**config.mk**
```make
export PLATFORM = sky130hd
export DESIGN_NAME = lab2_proc_imm_gen_pipe
export DESIGN_NICKNAME = d
export VERILOG_FILES = /design/src/rtl/lab2_proc_imm_gen_pipe.sv
export SDC_FILE = /design/constraint.sdc
export NUM_CORES = 1
export LEC_CHECK = 0
export BUFFER_PORTS_ARGS = -buffer_cell sky130_fd_sc_hd__buf_2
export CAP_MARGIN = 30
export CORE_ASPECT_RATIO = 0.9
export CORE_MARGIN = 2
export CORE_UTILIZATION = 54
export DETAILED_ROUTE_END_ITERATION = 8
export PLACE_DENSITY = 0.8
export RECOVER_POWER = 50
export SLEW_MARGIN = 20
export SYNTH_ARGS = -nofsm -noshare
export SYNTH_HDL_FRONTEND = slang
export SYNTH_SLANG_ARGS = --single-unit
```
**constraint.sdc**
```tcl
create_clock -name clk -period 3.65 [get_ports clk]
set_input_delay 0.1825 -clock clk [delete_from_list [all_inputs] [get_ports clk]]
set_output_delay 0.1825 -clock clk [all_outputs]
set_load 0.1 [all_outputs]
```
**src/rtl/lab2_proc_imm_gen_pipe.sv**
```systemverilog
// RISC-V immediate generator with a small output FIFO: decodes at enqueue, one-cycle minimum latency.
// in_rdy depends only on occupancy (never on out_rdy); squash and reset drop every buffered entry.
module lab2_proc_imm_gen_pipe #(
  parameter int p_xlen        = 32,
  parameter int p_num_entries = 2,
  parameter int p_tag_nbits   = 4
)(
  input  logic                   clk,
  input  logic                   reset,
  input  logic                   in_val,
  output logic                   in_rdy,
  input  logic [31:0]            in_inst,
  input  logic [2:0]             in_imm_type,
  input  logic [p_tag_nbits-1:0] in_tag,
  input  logic                   squash,
  output logic                   out_val,
  input  logic                   out_rdy,
  output logic [p_xlen-1:0]      out_imm,
  output logic [p_tag_nbits-1:0] out_tag,
  output logic                   out_err
);

  localparam int c_ptr_nbits = (p_num_entries > 1) ? $clog2(p_num_entries) : 1;
  localparam int c_cnt_nbits = $clog2(p_num_entries + 1);
  localparam logic [c_ptr_nbits-1:0] c_last = c_ptr_nbits'(p_num_entries - 1);
  localparam logic [c_cnt_nbits-1:0] c_full = c_cnt_nbits'(p_num_entries);

  typedef struct packed {
    logic [p_xlen-1:0]      imm;
    logic [p_tag_nbits-1:0] tag;
    logic                   err;
  } entry_t;

  entry_t                 mem [p_num_entries];
  entry_t                 new_entry;
  logic [c_ptr_nbits-1:0] head;
  logic [c_ptr_nbits-1:0] tail;
  logic [c_cnt_nbits-1:0] count;
  logic                   enq;
  logic                   deq;

  // Opcode bits never contribute to any immediate format.
  logic unused_opcode;
  assign unused_opcode = &{1'b0, in_inst[6:0]};

  always_comb begin
    new_entry     = '0;
    new_entry.tag = in_tag;
    case (in_imm_type)
      3'd0: new_entry.imm = p_xlen'($signed(in_inst[31:20]));
      3'd1: new_entry.imm = p_xlen'($signed({in_inst[31:25], in_inst[11:7]}));
      3'd2: new_entry.imm = p_xlen'($signed({in_inst[31], in_inst[7], in_inst[30:25],
                                              in_inst[11:8], 1'b0}));
      3'd3: new_entry.imm = p_xlen'($signed({in_inst[31:12], 12'b0}));
      3'd4: new_entry.imm = p_xlen'($signed({in_inst[31], in_inst[19:12], in_inst[20],
                                              in_inst[30:21], 1'b0}));
      3'd5: begin
        if (p_xlen == 64) new_entry.imm = p_xlen'(in_inst[25:20]);
        else              new_entry.imm = p_xlen'(in_inst[24:20]);
      end
      3'd6: new_entry.imm = p_xlen'(in_inst[19:15]);
      default: new_entry.err = 1'b1;
    endcase
  end

  assign in_rdy  = (count < c_full) && reset;
  assign out_val = (count != '0);
  assign enq     = in_val && in_rdy && !squash;
  assign deq     = out_val && out_rdy && !squash;

  // Gate the head so stale storage never leaks onto the outputs while empty.
  assign out_imm = out_val ? mem[head].imm : '0;
  assign out_tag = out_val ? mem[head].tag : '0;
  assign out_err = out_val ? mem[head].err : 1'b0;

  always_ff @(posedge clk) begin
    if (enq) mem[tail] <= new_entry;
  end

  always_ff @(posedge clk) begin
    if (!reset || squash) begin
      head  <= '0;
      tail  <= '0;
      count <= '0;
    end else begin
      if (enq) tail <= (tail == c_last) ? '0 : tail + 1'b1;
      if (deq) head <= (head == c_last) ? '0 : head + 1'b1;
      if (enq && !deq)      count <= count + 1'b1;
      else if (deq && !enq) count <= count - 1'b1;
    end
  end

endmodule

```
==> metrics <==
status=completed; # IOs=83; Slew Limit Fails=0; total track usage=0.1989; final worst-path cycle share=0.6942; Syn Inst Count=280; Antenna diodes=0; Max Cap Violations=0; Num CTS Buffers=9; top post-synthesis cells by area=edfxtp_1 (61%), mux2i_1 (11%), nor2_1 (5.0%); worst rel slew slack=0.03616; Setup TNS=0 ps; GPL Wtd Cong=0.7092; Detail Route Antenna Nets=0; Power Density=467.3 nW/um^2; Worst Setup Start Kind=flop; Least-Margin Pin Slew=1443 ps; Setup-failing EPs final=0; Synth top area share=0.6105; clk buf depth=2; Period minus WS final=2534 ps; Worst path most repeated cell=nor2b_1; initial antenna violation count=0; critical path class=reg -> reg; CP Cell Sequence=nor2b_1, and3_1, nor2b_1, buf_12; Netlist cell types=35; Post-CTS Hold Fix Bufs=0; design area=4260 sq um; TritonRoute pass-1 iters=4; clk sinks=79; top-count cell post-synth=edfxtp_1; Max Freq=394.7 MHz; worst stage delay on the critical path=1110 ps; nets=394; Clock Latency Late Sink=340 ps; ys async rst share=0; Mean Syn Cell Area=13.00 sq um; Crit. End Element=flop; CTS tree=built; share of cells above drive strength 1=0.2740; Routed WL=7229 um; Die Width=90.54 um; Peak VDD IR=199.3 uV; Worst Skew=6.142 ps; synthesized cell area=3640 sq um; worst setup margin=1116 ps; die area=7414 sq um; placed inst area=4056 sq um; Port-buffer cells=75; Worst EP required=3700 ps; P_leak=1.673 nW; delay-heaviest family, CP=simple AND/OR/NAND/NOR gates; most instantiated cells after synthesis=edfxtp_1 (74), nor2_1 (48), mux2i_1 (41), o21ai_0 (16), nand2_1 (12); RR Startpoint=count[1]$_SDFFE_PP0P_; clock-pin slew on the worst setup and hold paths=80 ps; Slowest cell on crit path=nor2b_1; Fill cells=479; largest net degree at the start of global routing=39; vias in the first global route=2,332; Hold Crit Start=in_tag[1]; # H-tree levels=3; part of the Yosys area used for sequential elements=0.6380; CP Launch Point=count[1]$_SDFFE_PP0P_; area delta synth->final=17.05%; Remaining Overflow, GRT=0; syn_nets=325; Synth Flop Type=edfxtp_1; top cell type by total area after synthesis=edfxtp_1; CP max FO=24; drt drc=0; Rows=28; Routed WL per cell=16.28 um; Post-synth EDFFs=74; synthesized flop and latch total=79; YS warnings=0; Critical Path AT=2580 ps; Post CTS Setup Buffer Count=0; CTS root buf=clkbuf_8; Post-DP HPWL=4678 um; detailed-route via count=2,437; Initial Utilization=0.5556; DRT iter0 DRCs=98; cts repair resizes=0; Hold Vio Cnt, Final=0; min-delay worst type=in -> reg; post-layout util=0.6503; Pwr Total=0.001991 W; RSZ-0062 raised after global routing=no; first-pass GRT wire length=11,080 um; vias per cell=5.489; Crit path buffers/inverters=1; Core Region=6551 sq um; setup slack after placement=1461 ps; Die Span Y=81.89 um
## layout make-up
cell class | count | area (sq um) | share of cell area
Clock buffer | 9 | 123.9 | 0.02907
Multi-Input combinational cell | 180 | 1197 | 0.2811
Inverter | 2 | 7.507 | 0.001762
Clock inverter | 7 | 95.09 | 0.02232
Timing Repair Buffer | 77 | 400.4 | 0.09398
Sequential cell | 79 | 2323 | 0.5454
Tap cell | 90 | 112.6 | 0.02643
## logic make-up after synthesis
| group | count (synthesis) | share of synthesized area |
|---|---|---|
| flops | 79 | 0.6380 |
| fa+ha+maj | 2 | 0.006531 |
| mux | 42 | 0.1158 |
| simple gates | 84 | 0.1128 |
| buf+inv | 21 | 0.03403 |
| compound gates | 48 | 0.08319 |
| xor+xnor | 4 | 0.009627 |
## report_power, final
group          switching (W)  internal, W
clock network       0.000322     0.000387
logic               0.000193    0.0000663
registers         0.00000655      0.00102
total               0.000521      0.00147
## registers in the layout, indices dropped and copies added (netlist names), named ones only
signal / flops
tail: 1
head: 1
count: 2
mem: 74
## path summary, 6_finish.rpt
path | endpoint | slack, ps | cells past startpoint
max | mem[0][25]$_DFFE_PP_ | 1120 | 4
min | mem[1][2]$_DFFE_PP_ | 20 | 1
max reg2reg | mem[0][25]$_DFFE_PP_ | 1120 | 4
min reg2reg | head$_SDFFE_PP0P_ | 530 | 2
## through the flow
stage | cells | hold slack, ps
2_1_floorplan | 280 | 281.4
3_3_place_gp | 427 | 371.3
3_5_place_dp | 428 | 373.8
4_1_cts | 444 | 6.089
5_1_grt | 444 | 11.91
6_report | 444 | 20.54
## worst register-to-register path: cells and delay by family, from the launching register on
| family | cells | cell delay (ps) |
|---|---|---|
| buf+inv | 1 | 290 |
| simple gates | 3 | 1550 |
| flops | 1 | 380 |
## metal layers
layer	vias up	track usage	routed length, um
met3	15	0.04037	405
met2	89	0.3366	3604
met5	-	0	0
met4	0	0.1031	172
met1	1169	0.2473	3046
li1	1164	-	-
## layout by cell type, fill, tap and decap left out, drive strengths merged, types with 3 or more instances in the layout
cell,netlist,final
a21o,11,11
inv,2,4
and3b,4,4
buf,15,75
dfxtp,5,5
a211o,4,4
and2b,4,4
nor2b,6,6
nor2,48,48
xor2,3,3
a21oi,6,6
edfxtp,74,74
nand2,12,12
a31oi,8,8
mux2i,41,41
clkbuf,4,11
o21ai,16,16
Note: power is estimated with default switching activity, not from simulation.
